## config.mk

```make
export PLATFORM = sky130hd
export DESIGN_NAME = hazard_stall_ctrl
export DESIGN_NICKNAME = d
export VERILOG_FILES = /design/src/rtl/hazard_pkg.sv /design/src/rtl/md_busy_counter.sv /design/src/rtl/hazard_stall_ctrl.sv
export SDC_FILE = /design/constraint.sdc
export NUM_CORES = 1
export LEC_CHECK = 0
export BUFFER_PORTS_ARGS = -buffer_cell sky130_fd_sc_hd__buf_2
export CAP_MARGIN = 20
export CORE_ASPECT_RATIO = 1.75
export CORE_MARGIN = 4
export CORE_UTILIZATION = 40
export CTS_BUF_LIST = sky130_fd_sc_hd__clkbuf_4 sky130_fd_sc_hd__clkbuf_8
export DETAILED_ROUTE_END_ITERATION = 7
export PLACE_DENSITY = 0.68
export SLEW_MARGIN = 20
export SYNTH_ARGS = -nofsm -noshare
export SYNTH_HDL_FRONTEND = slang
export SYNTH_HIERARCHICAL = 1
export SYNTH_SLANG_ARGS = --single-unit
```

## constraint.sdc

```tcl
create_clock -name clk -period 3.3 [get_ports clk]
set_input_delay 0.825 -clock clk [delete_from_list [all_inputs] [get_ports clk]]
set_output_delay 0.825 -clock clk [all_outputs]
set_load 0.05 [all_outputs]
```

## src/rtl/hazard_pkg.sv

```systemverilog
// Shared hazard-unit constants, forward-select codes and per-source helper functions.
// Latency: n/a (package only; helpers are purely combinational).
// Backpressure: n/a.
package hazard_pkg;

    // A source whose tuse equals this value is not read by the D instruction.
    localparam logic [1:0] TUSE_NONE = 2'd3;

    // Forward select encoding; higher codes come from younger pipeline stages.
    typedef enum logic [1:0] {
        FWD_RF = 2'd0,
        FWD_W  = 2'd1,
        FWD_M  = 2'd2,
        FWD_E  = 2'd3
    } fwd_sel_e;

    localparam int MULT_CYC_DEF = 5;
    localparam int DIV_CYC_DEF  = 10;

    // One producer stage cannot deliver src in time: result arrives later than D needs it.
    function automatic logic src_hazard(
        input logic [4:0] src,
        input logic [1:0] tuse,
        input logic       we,
        input logic [4:0] wa,
        input logic [1:0] tnew
    );
        return (src != 5'd0) && (tuse != TUSE_NONE) && we && (wa == src) && (tnew > tuse);
    endfunction

    // Youngest stage holding a ready value for src wins; $0 always reads the RF.
    function automatic fwd_sel_e fwd_pick(
        input logic [4:0] src,
        input logic       e_we,
        input logic [4:0] e_wa,
        input logic [1:0] e_tnew,
        input logic       m_we,
        input logic [4:0] m_wa,
        input logic [1:0] m_tnew,
        input logic       w_we,
        input logic [4:0] w_wa
    );
        fwd_sel_e sel;
        sel = FWD_RF;
        if (src != 5'd0) begin
            if (e_we && (e_wa == src) && (e_tnew == 2'd0)) begin
                sel = FWD_E;
            end else if (m_we && (m_wa == src) && (m_tnew == 2'd0)) begin
                sel = FWD_M;
            end else if (w_we && (w_wa == src)) begin
                sel = FWD_W;
            end
        end
        return sel;
    endfunction

endpackage

```

## src/rtl/md_busy_counter.sv

```systemverilog
// Mult/div occupancy counter: loads the op length on start, counts down, busy while non-zero.
// Latency: busy rises the cycle after start and stays high for exactly MULT_CYC or DIV_CYC cycles.
// Backpressure: none; a start while busy reloads the counter (the stall logic keeps this out of legal flow).
module md_busy_counter
    import hazard_pkg::*;
#(
    parameter int CNT_W    = 4,
    parameter int MULT_CYC = MULT_CYC_DEF,
    parameter int DIV_CYC  = DIV_CYC_DEF
) (
    input  logic clk,
    input  logic reset,
    input  logic start,
    input  logic is_div,
    output logic busy
);

    logic [CNT_W-1:0] cnt_q;
    logic [CNT_W-1:0] cnt_d;

    // Next count: a new op reloads, otherwise drain toward zero.
    always_comb begin
        cnt_d = cnt_q;
        if (start) begin
            cnt_d = is_div ? CNT_W'(DIV_CYC) : CNT_W'(MULT_CYC);
        end else if (cnt_q != '0) begin
            cnt_d = cnt_q - 1'b1;
        end
    end

    // Counter register with synchronous clear.
    always_ff @(posedge clk) begin
        if (reset) begin
            cnt_q <= '0;
        end else begin
            cnt_q <= cnt_d;
        end
    end

    assign busy = (cnt_q != '0);

endmodule

```

## src/rtl/hazard_stall_ctrl.sv

```systemverilog
// D-stage hazard unit: data/mult-div stall, pipeline enables, rs/rt forward selects, stall perf counter.
// Latency: stall, enables and forward selects are combinational; md_busy and stall_cycles are registered.
// Backpressure: stall freezes PC and IF/ID and injects a bubble into ID/EX in the same cycle.
module hazard_stall_ctrl
    import hazard_pkg::*;
#(
    parameter int MULT_CYC    = MULT_CYC_DEF,
    parameter int DIV_CYC     = DIV_CYC_DEF,
    parameter int CNT_W       = 4,
    parameter int STALL_CNT_W = 32
) (
    input  logic                   clk,
    input  logic                   reset,
    input  logic [4:0]             D_rs,
    input  logic [4:0]             D_rt,
    input  logic [1:0]             D_rs_tuse,
    input  logic [1:0]             D_rt_tuse,
    input  logic                   D_md_use,
    input  logic [4:0]             E_wa,
    input  logic                   E_regwrite,
    input  logic [1:0]             E_tnew,
    input  logic                   E_md_start,
    input  logic                   E_md_div,
    input  logic [4:0]             M_wa,
    input  logic                   M_regwrite,
    input  logic [1:0]             M_tnew,
    input  logic [4:0]             W_wa,
    input  logic                   W_regwrite,
    output logic                   stall,
    output logic                   pc_en,
    output logic                   if_id_en,
    output logic                   id_ex_clr,
    output logic [1:0]             fwd_rs_sel,
    output logic [1:0]             fwd_rt_sel,
    output logic                   md_busy,
    output logic [STALL_CNT_W-1:0] stall_cycles
);

    logic                   data_stall;
    logic                   md_stall;
    logic [STALL_CNT_W-1:0] stall_cycles_q;
    logic [STALL_CNT_W-1:0] stall_cycles_d;

    md_busy_counter #(
        .CNT_W    (CNT_W),
        .MULT_CYC (MULT_CYC),
        .DIV_CYC  (DIV_CYC)
    ) u_md_busy_counter (
        .clk    (clk),
        .reset  (reset),
        .start  (E_md_start),
        .is_div (E_md_div),
        .busy   (md_busy)
    );

    // Stall decision: any source not deliverable from E or M in time, or a mult/div conflict.
    // An op issuing in E this cycle already occupies the unit, hence E_md_start in md_stall.
    always_comb begin
        data_stall = src_hazard(D_rs, D_rs_tuse, E_regwrite, E_wa, E_tnew)
                   | src_hazard(D_rs, D_rs_tuse, M_regwrite, M_wa, M_tnew)
                   | src_hazard(D_rt, D_rt_tuse, E_regwrite, E_wa, E_tnew)
                   | src_hazard(D_rt, D_rt_tuse, M_regwrite, M_wa, M_tnew);
        md_stall   = D_md_use & (md_busy | E_md_start);
        stall      = ~reset & (data_stall | md_stall);
        pc_en      = ~stall;
        if_id_en   = ~stall;
        id_ex_clr  = stall;
    end

    // Forward selects for both D sources, youngest ready producer first.
    always_comb begin
        fwd_rs_sel = fwd_pick(D_rs, E_regwrite, E_wa, E_tnew,
                              M_regwrite, M_wa, M_tnew, W_regwrite, W_wa);
        fwd_rt_sel = fwd_pick(D_rt, E_regwrite, E_wa, E_tnew,
                              M_regwrite, M_wa, M_tnew, W_regwrite, W_wa);
    end

    // Saturating stall counter: one increment per stalled cycle, sticks at all-ones.
    always_comb begin
        stall_cycles_d = stall_cycles_q;
        if (stall && (stall_cycles_q != '1)) begin
            stall_cycles_d = stall_cycles_q + 1'b1;
        end
    end

    // Stall counter register with synchronous clear.
    always_ff @(posedge clk) begin
        if (reset) begin
            stall_cycles_q <= '0;
        end else begin
            stall_cycles_q <= stall_cycles_d;
        end
    end

    assign stall_cycles = stall_cycles_q;

endmodule

```

==> results of run 1 <==
area by class of cell:
cell class / instances / area (um2)
inverters: 15 / 60.1
well taps: 78 / 97.6
multi-input cells: 233 / 1600
clock buffers: 7 / 96.3
fillers: 587 / 2790
repair buffers: 91 / 514
flip-flops and latches: 36 / 721
repair_timing:
item / CTS / global route
setup buffers: 0 / 1
pin swaps: 0 / 4
resized for setup: 1 / 16
hold endpoints to repair: 0 / 0
setup endpoints to repair: 2 / 6
worst min-delay path: cells and delay by family (launching register included):
kind / cells / cell delay (ns)
DFF: 1 / 0.33
AOI/OAI and AO/OA: 2 / 0.12
cells by family (layout without fill, tap and decap cells):
logic type,count (synthesis),in the layout,share of synthesized area
and+or+nand+nor,129,129,0.305
xor gates and xnor gates,52,52,0.188
AOI/OAI and AO/OA,40,40,0.0950
DFF,36,36,0.298
buffers and inverters,27,113,0.0537
adders and majority gates,11,11,0.0568
muxes,1,1,0.00413
registers in the layout (all words and copies together) (netlist names):
name,count
stall_cycles,32
u_md_busy_counter/cnt_q,4
synth_stat cells, types with 4 or more instances:
master / count
nor4_1: 4
nor2_1: 33
xor2_1: 35
clkbuf_1: 5
xnor2_1: 17
inv_1: 14
or3_1: 6
a21oi_1: 22
and3_1: 9
or4_1: 8
nand4_1: 18
nand3_1: 12
nand2_1: 12
dfxtp_1: 36
ha_1: 11
o21ai_0: 8
power groups by stage:
stage | Clock (mW) | Combinational [mW] | Sequential, mW
finish | 0.333 | 0.240 | 0.456
global route | 0.368 | 0.262 | 0.458
detailed placement | 0 | 0.235 | 0.465
floorplan | 0 | 0.148 | 0.477
CTS | 0.343 | 0.236 | 0.456
global placement | 0 | 0.233 | 0.465
worst min path at each step:
stage	start	to	cells after the start
global route	stall_cycles[27]	stall_cycles[27]	2
floorplan	u_md_busy_counter/cnt_q[0]	u_md_busy_counter/cnt_q[0]	2
detailed placement	stall_cycles[31]	stall_cycles[31]	2
CTS	stall_cycles[27]	stall_cycles[27]	2
finish	stall_cycles[27]	stall_cycles[27]	2
global placement	stall_cycles[27]	stall_cycles[27]	2
layer usage:
layer	vias up	wire, um
met2	83	3770
met1	1130	2320
met3	16	367
li1	1216	-
met5	-	0
met4	0	290
==> impl_metrics.json, run 1 <==
{
  "critPathCaptureType": "output port",
  "cp_data_required_time_ns": 2.47,
  "seqPwrFrac": 0.443,
  "crit_cells": 8,
  "fin_tns_setup_ns": 0,
  "grt_pass1_wl_um": 11000,
  "drive_gt1_frac": 0.296,
  "cts.clk_slew.worst_paths_ns": 0.07,
  "grtUsageTotal": 0.188,
  "r2r_end": "stall_cycles[9]",
  "clk_latency_ns": 0.28,
  "status": "complete, no violations",
  "startpoint": "D_rs[3]",
  "pre_cts_ws_ns": -0.00629,
  "fp.dieW_um": 66.8,
  "use_met2": 0.364,
  "grt_use_met1": 0.175,
  "overflow": 0,
  "core_area_um2": 5880,
  "critPathBufInv": 2,
  "p_total_mw": 1.03,
  "crit_chain": "buf_2 -> or4_4 -> nor2_4 -> a21oi_2 -> a31oi_1 -> nand3_2 -> nand2b_4 -> buf_2",
  "clockBufferDepth": 2,
  "powerDensity_nw_per_um2": 333,
  "cellInternalPower_uw": 725,
  "cp_slowest_stage_delay_ns": 0.50,
  "r2r_cells": 8,
  "place_congestion": 0.915,
  "setup_ws_ns": 0.0985,
  "swShare": 0.295,
  "worstSetupEndpoint": "if_id_en",
  "antenna_found_initial": 0,
  "grt-busiest-layer": "met2",
  "totalWireLength_um": 6750,
  "final_area_um2": 3090,
  "dp_hpwl_um": 5550,
  "synth_area_leader_cell": "dfxtp_1",
  "seq_area_frac_synth": 0.298,
  "cts_root_buffer": "clkbuf_8",
  "r2r_setup_slack_ns": 0.91,
  "most-common-layout-cells": "buf_2 (75), dfxtp_1 (36), xor2_1 (35), nor2_1 (31), a21oi_1 (21)",
  "grt_max_degree": 40,
  "period_share": 0.970,
  "layout_commonest_cell": "buf_2",
  "yosysWarnings": 6,
  "die_y_um": 111,
  "crit_family": "simple AND/OR/NAND/NOR gates",
  "startpoint_type": "input pin",
  "vias": 2445,
  "holdWs_ns": 0.496,
  "instances_no_fill": 460,
  "worst_pin_slew_ns": 0.569,
  "syn-mean-instance-area_um2": 8.18,
  "dp.cells": 452,
  "final_antenna_net_count": 0,
  "place_area_um2": 2950,
  "cts_tree": "yes",
  "leakage_nw": 1.35,
  "htree_levels": 2,
  "viasPerCell": 5.32,
  "yosys_register_bits": 36,
  "critPathKind": "in2out",
  "fin_nets": 434,
  "pwr-share-clk": 0.324,
  "path_max_fanout": 4,
  "finClkSkew_ns": 0.00494,
  "grt_pass1_vias": 2455,
  "maxSlewViolCount": 0,
  "synthTopCellsByArea": "dfxtp_1 (30%), xor2_1 (13%), xnor2_1 (6.1%)",
  "drt-initial-drc-count": 111,
  "route.detailed.drc": 0,
  "synth-async-reset-ratio": 0,
  "globalRouteMet3Util": 0.0254,
  "io_buffers": 81,
  "hold_buffers": 0,
  "hold_class": "reg2reg",
  "max_freq_ghz": 0.312,
  "antenna_cells": 0,
  "area_growth_pct": 27.4,
  "synthCells": 296,
  "final.min_clock_period_ns": 3.20,
  "finalHoldViolCount": 0,
  "finalSetupViolCount": 0,
  "drv_cap": 0,
  "drtPass1Iterations": 4,
  "max_slew_margin": 0.618,
  "final_util": 0.525,
  "die_area_um2": 7410,
  "initial_core_util": 0.412,
  "rsz0062_at_grt": "false",
  "synth_nets": 348,
  "netlist.area_leader.share": 0.298,
  "synth_area_um2": 2420,
  "wire_per_inst_um": 14.7,
  "ys_types": 43,
  "ir_drop_uv": 180,
  "p_comb_frac": 0.233,
  "cp.arrival_ns": 2.38,
  "ioPinCount": 82,
  "crit_slowest_cell": "or4_4",
  "rows": 37,
  "cts_buffers": 5,
  "cp_common_cell": "buf_2",
  "synth_ff_type": "dfxtp_1",
  "clock_sinks": 36,
  "synth_edf_count": 0,
  "p_sw_uw": 304,
  "r2r_start": "stall_cycles[9]"
}
Power figures use the tool's default switching activity.
==> run 2: changes to the inputs <==
--- a/config.mk
+++ b/config.mk
@@ -8,10 +8,11 @@
 export BUFFER_PORTS_ARGS = -buffer_cell sky130_fd_sc_hd__buf_2
 export CAP_MARGIN = 20
 export CORE_ASPECT_RATIO = 1.75
-export CORE_MARGIN = 4
+export CORE_MARGIN = 2
 export CORE_UTILIZATION = 40
 export CTS_BUF_LIST = sky130_fd_sc_hd__clkbuf_4 sky130_fd_sc_hd__clkbuf_8
 export DETAILED_ROUTE_END_ITERATION = 7
+export MAX_ROUTING_LAYER = met4
 export PLACE_DENSITY = 0.68
 export SLEW_MARGIN = 20
 export SYNTH_ARGS = -nofsm -noshare
==> impl_metrics.json, run 2 (same netlist as run 1, synthesis figures left out) <==
{
  "critPathCaptureType": "output port",
  "drv_cap": 0,
  "hold_buffers": 0,
  "initial_core_util": 0.412,
  "clockBufferDepth": 2,
  "drive_gt1_frac": 0.298,
  "seqCellArea_um2": 721,
  "critPathKind": "in2out",
  "path_max_fanout": 3,
  "leakage_nw": 1.35,
  "area_growth_pct": 26.1,
  "cp_common_cell": "buf_2",
  "fp.dieW_um": 62.8,
  "vias": 2472,
  "final.min_clock_period_ns": 3.20,
  "fin_nets": 435,
  "overflow": 0,
  "crit_slowest_cell": "or4_4",
  "drt-initial-drc-count": 147,
  "die_y_um": 107,
  "crit_chain": "buf_2 -> or4_4 -> nor2_4 -> a21oi_2 -> a31oi_2 -> nand3_2 -> nand2b_4 -> buf_2",
  "cp.arrival_ns": 2.38,
  "multi_input_area_um2": 1600,
  "rsz0062_at_grt": "false",
  "totalWireLength_um": 6720,
  "grt_max_degree": 40,
  "final_antenna_net_count": 0,
  "final_area_um2": 3060,
  "antenna_cells": 0,
  "worst_pin_slew_ns": 0.563,
  "critPathBufInv": 2,
  "finClkSkew_ns": 0.00448,
  "clock_sinks": 36,
  "cp_data_required_time_ns": 2.47,
  "cts_tree": "yes",
  "p_comb_frac": 0.241,
  "seqPwrFrac": 0.458,
  "dp.cells": 454,
  "core_area_um2": 5880,
  "finalHoldViolCount": 0,
  "cts.clk_slew.worst_paths_ns": 0.07,
  "most-common-layout-cells": "buf_2 (79), dfxtp_1 (36), xor2_1 (35), nor2_1 (32), a21oi_1 (21)",
  "dp_hpwl_um": 5500,
  "place_congestion": 0.823,
  "nFillCells": 582,
  "max_slew_margin": 0.622,
  "ioPinCount": 82,
  "p_sw_uw": 305,
  "cts_root_buffer": "clkbuf_8",
  "cp_slowest_stage_delay_ns": 0.54,
  "hold_class": "reg2reg",
  "crit_family": "simple AND/OR/NAND/NOR gates",
  "grt_pass1_wl_um": 11400,
  "instances_no_fill": 461,
  "io_buffers": 81,
  "ir_drop_uv": 153,
  "p_total_uw": 995,
  "drtPass1Iterations": 4,
  "powerDensity_nw_per_um2": 326,
  "cts_setup_buffers": 0,
  "holdWs_ns": 0.491,
  "place_area_um2": 2960,
  "startpoint_type": "input pin",
  "period_share": 0.970,
  "max_freq_ghz": 0.312,
  "pwr-share-clk": 0.301,
  "finalSetupViolCount": 0,
  "maxSlewViolCount": 0,
  "antenna_found_initial": 0,
  "swShare": 0.307,
  "die_area_um2": 6720,
  "pre_cts_ws_ns": -0.0227,
  "grt_pass1_vias": 2510,
  "wire_per_inst_um": 14.6,
  "cellInternalPower_uw": 690,
  "viasPerCell": 5.36,
  "htree_levels": 2,
  "grtUsageTotal": 0.220,
  "setup_ws_ns": 0.0982,
  "layout_commonest_cell": "buf_2",
  "largest_reg_flops": 32,
  "cts_buffers": 5,
  "clk_latency_ns": 0.28,
  "status": "complete, no violations",
  "route.detailed.drc": 0,
  "rows": 37
}
-- run 2: stage by stage --
stage / TNS, ns / utilization
after global routing: 0 / 0.520
after detailed placement: -0.0707 / 0.504
final: 0 / 0.520
after floorplan: -0.640 / -
after global placement: -0.109 / 0.504
after CTS: 0 / 0.518
-- run 2: worst paths after layout --
kind	slack (ns)	cells after the start	endpoint	startpoint
hold / removal	0.49	2	stall_cycles[31]	stall_cycles[31]
hold reg to reg	0.49	2	stall_cycles[31]	stall_cycles[31]
setup / recovery	0.1	8	if_id_en	D_rs[1]
setup reg to reg	0.90	8	stall_cycles[25]	stall_cycles[26]
-- run 2: per-layer routing --
metal	part of all wire	vias up	global-route usage
met5	0	-	-
met4	0.039	0	0.119
met3	0.037	17	0.0241
met2	0.57	93	0.432
met1	0.35	1143	0.203
li1	-	1219	-
-- run 2: layout make-up --
type                    count  share of cell area
repair buffers             92               0.161
clock inverters             1             0.00164
well taps                  78              0.0319
inverters                  15              0.0197
flip-flops and latches     36               0.236
multi-input cells         233               0.525
clock buffers               6              0.0250
-- run 2: power by group through the flow --
stage                     Combinational [mW]  Sequential [mW]  Clock [mW]
after global routing                   0.264            0.457       0.334
final                                  0.240            0.455       0.300
after detailed placement               0.239            0.465           0
after floorplan                        0.148            0.477           0
after global placement                 0.235            0.465           0
after CTS                              0.241            0.455       0.306
-- run 2: tightest hold or removal path, stage by stage, from the launching register on --
cell     delay (ns)
dfxtp_1        0.33
o31ai_1        0.06
a21oi_1        0.05
-- run 2: repair_timing --
action / CTS / global route
resized for setup: 2 / 4
endpoints found under the setup margin: 4 / 4
pin swaps: 2 / 0
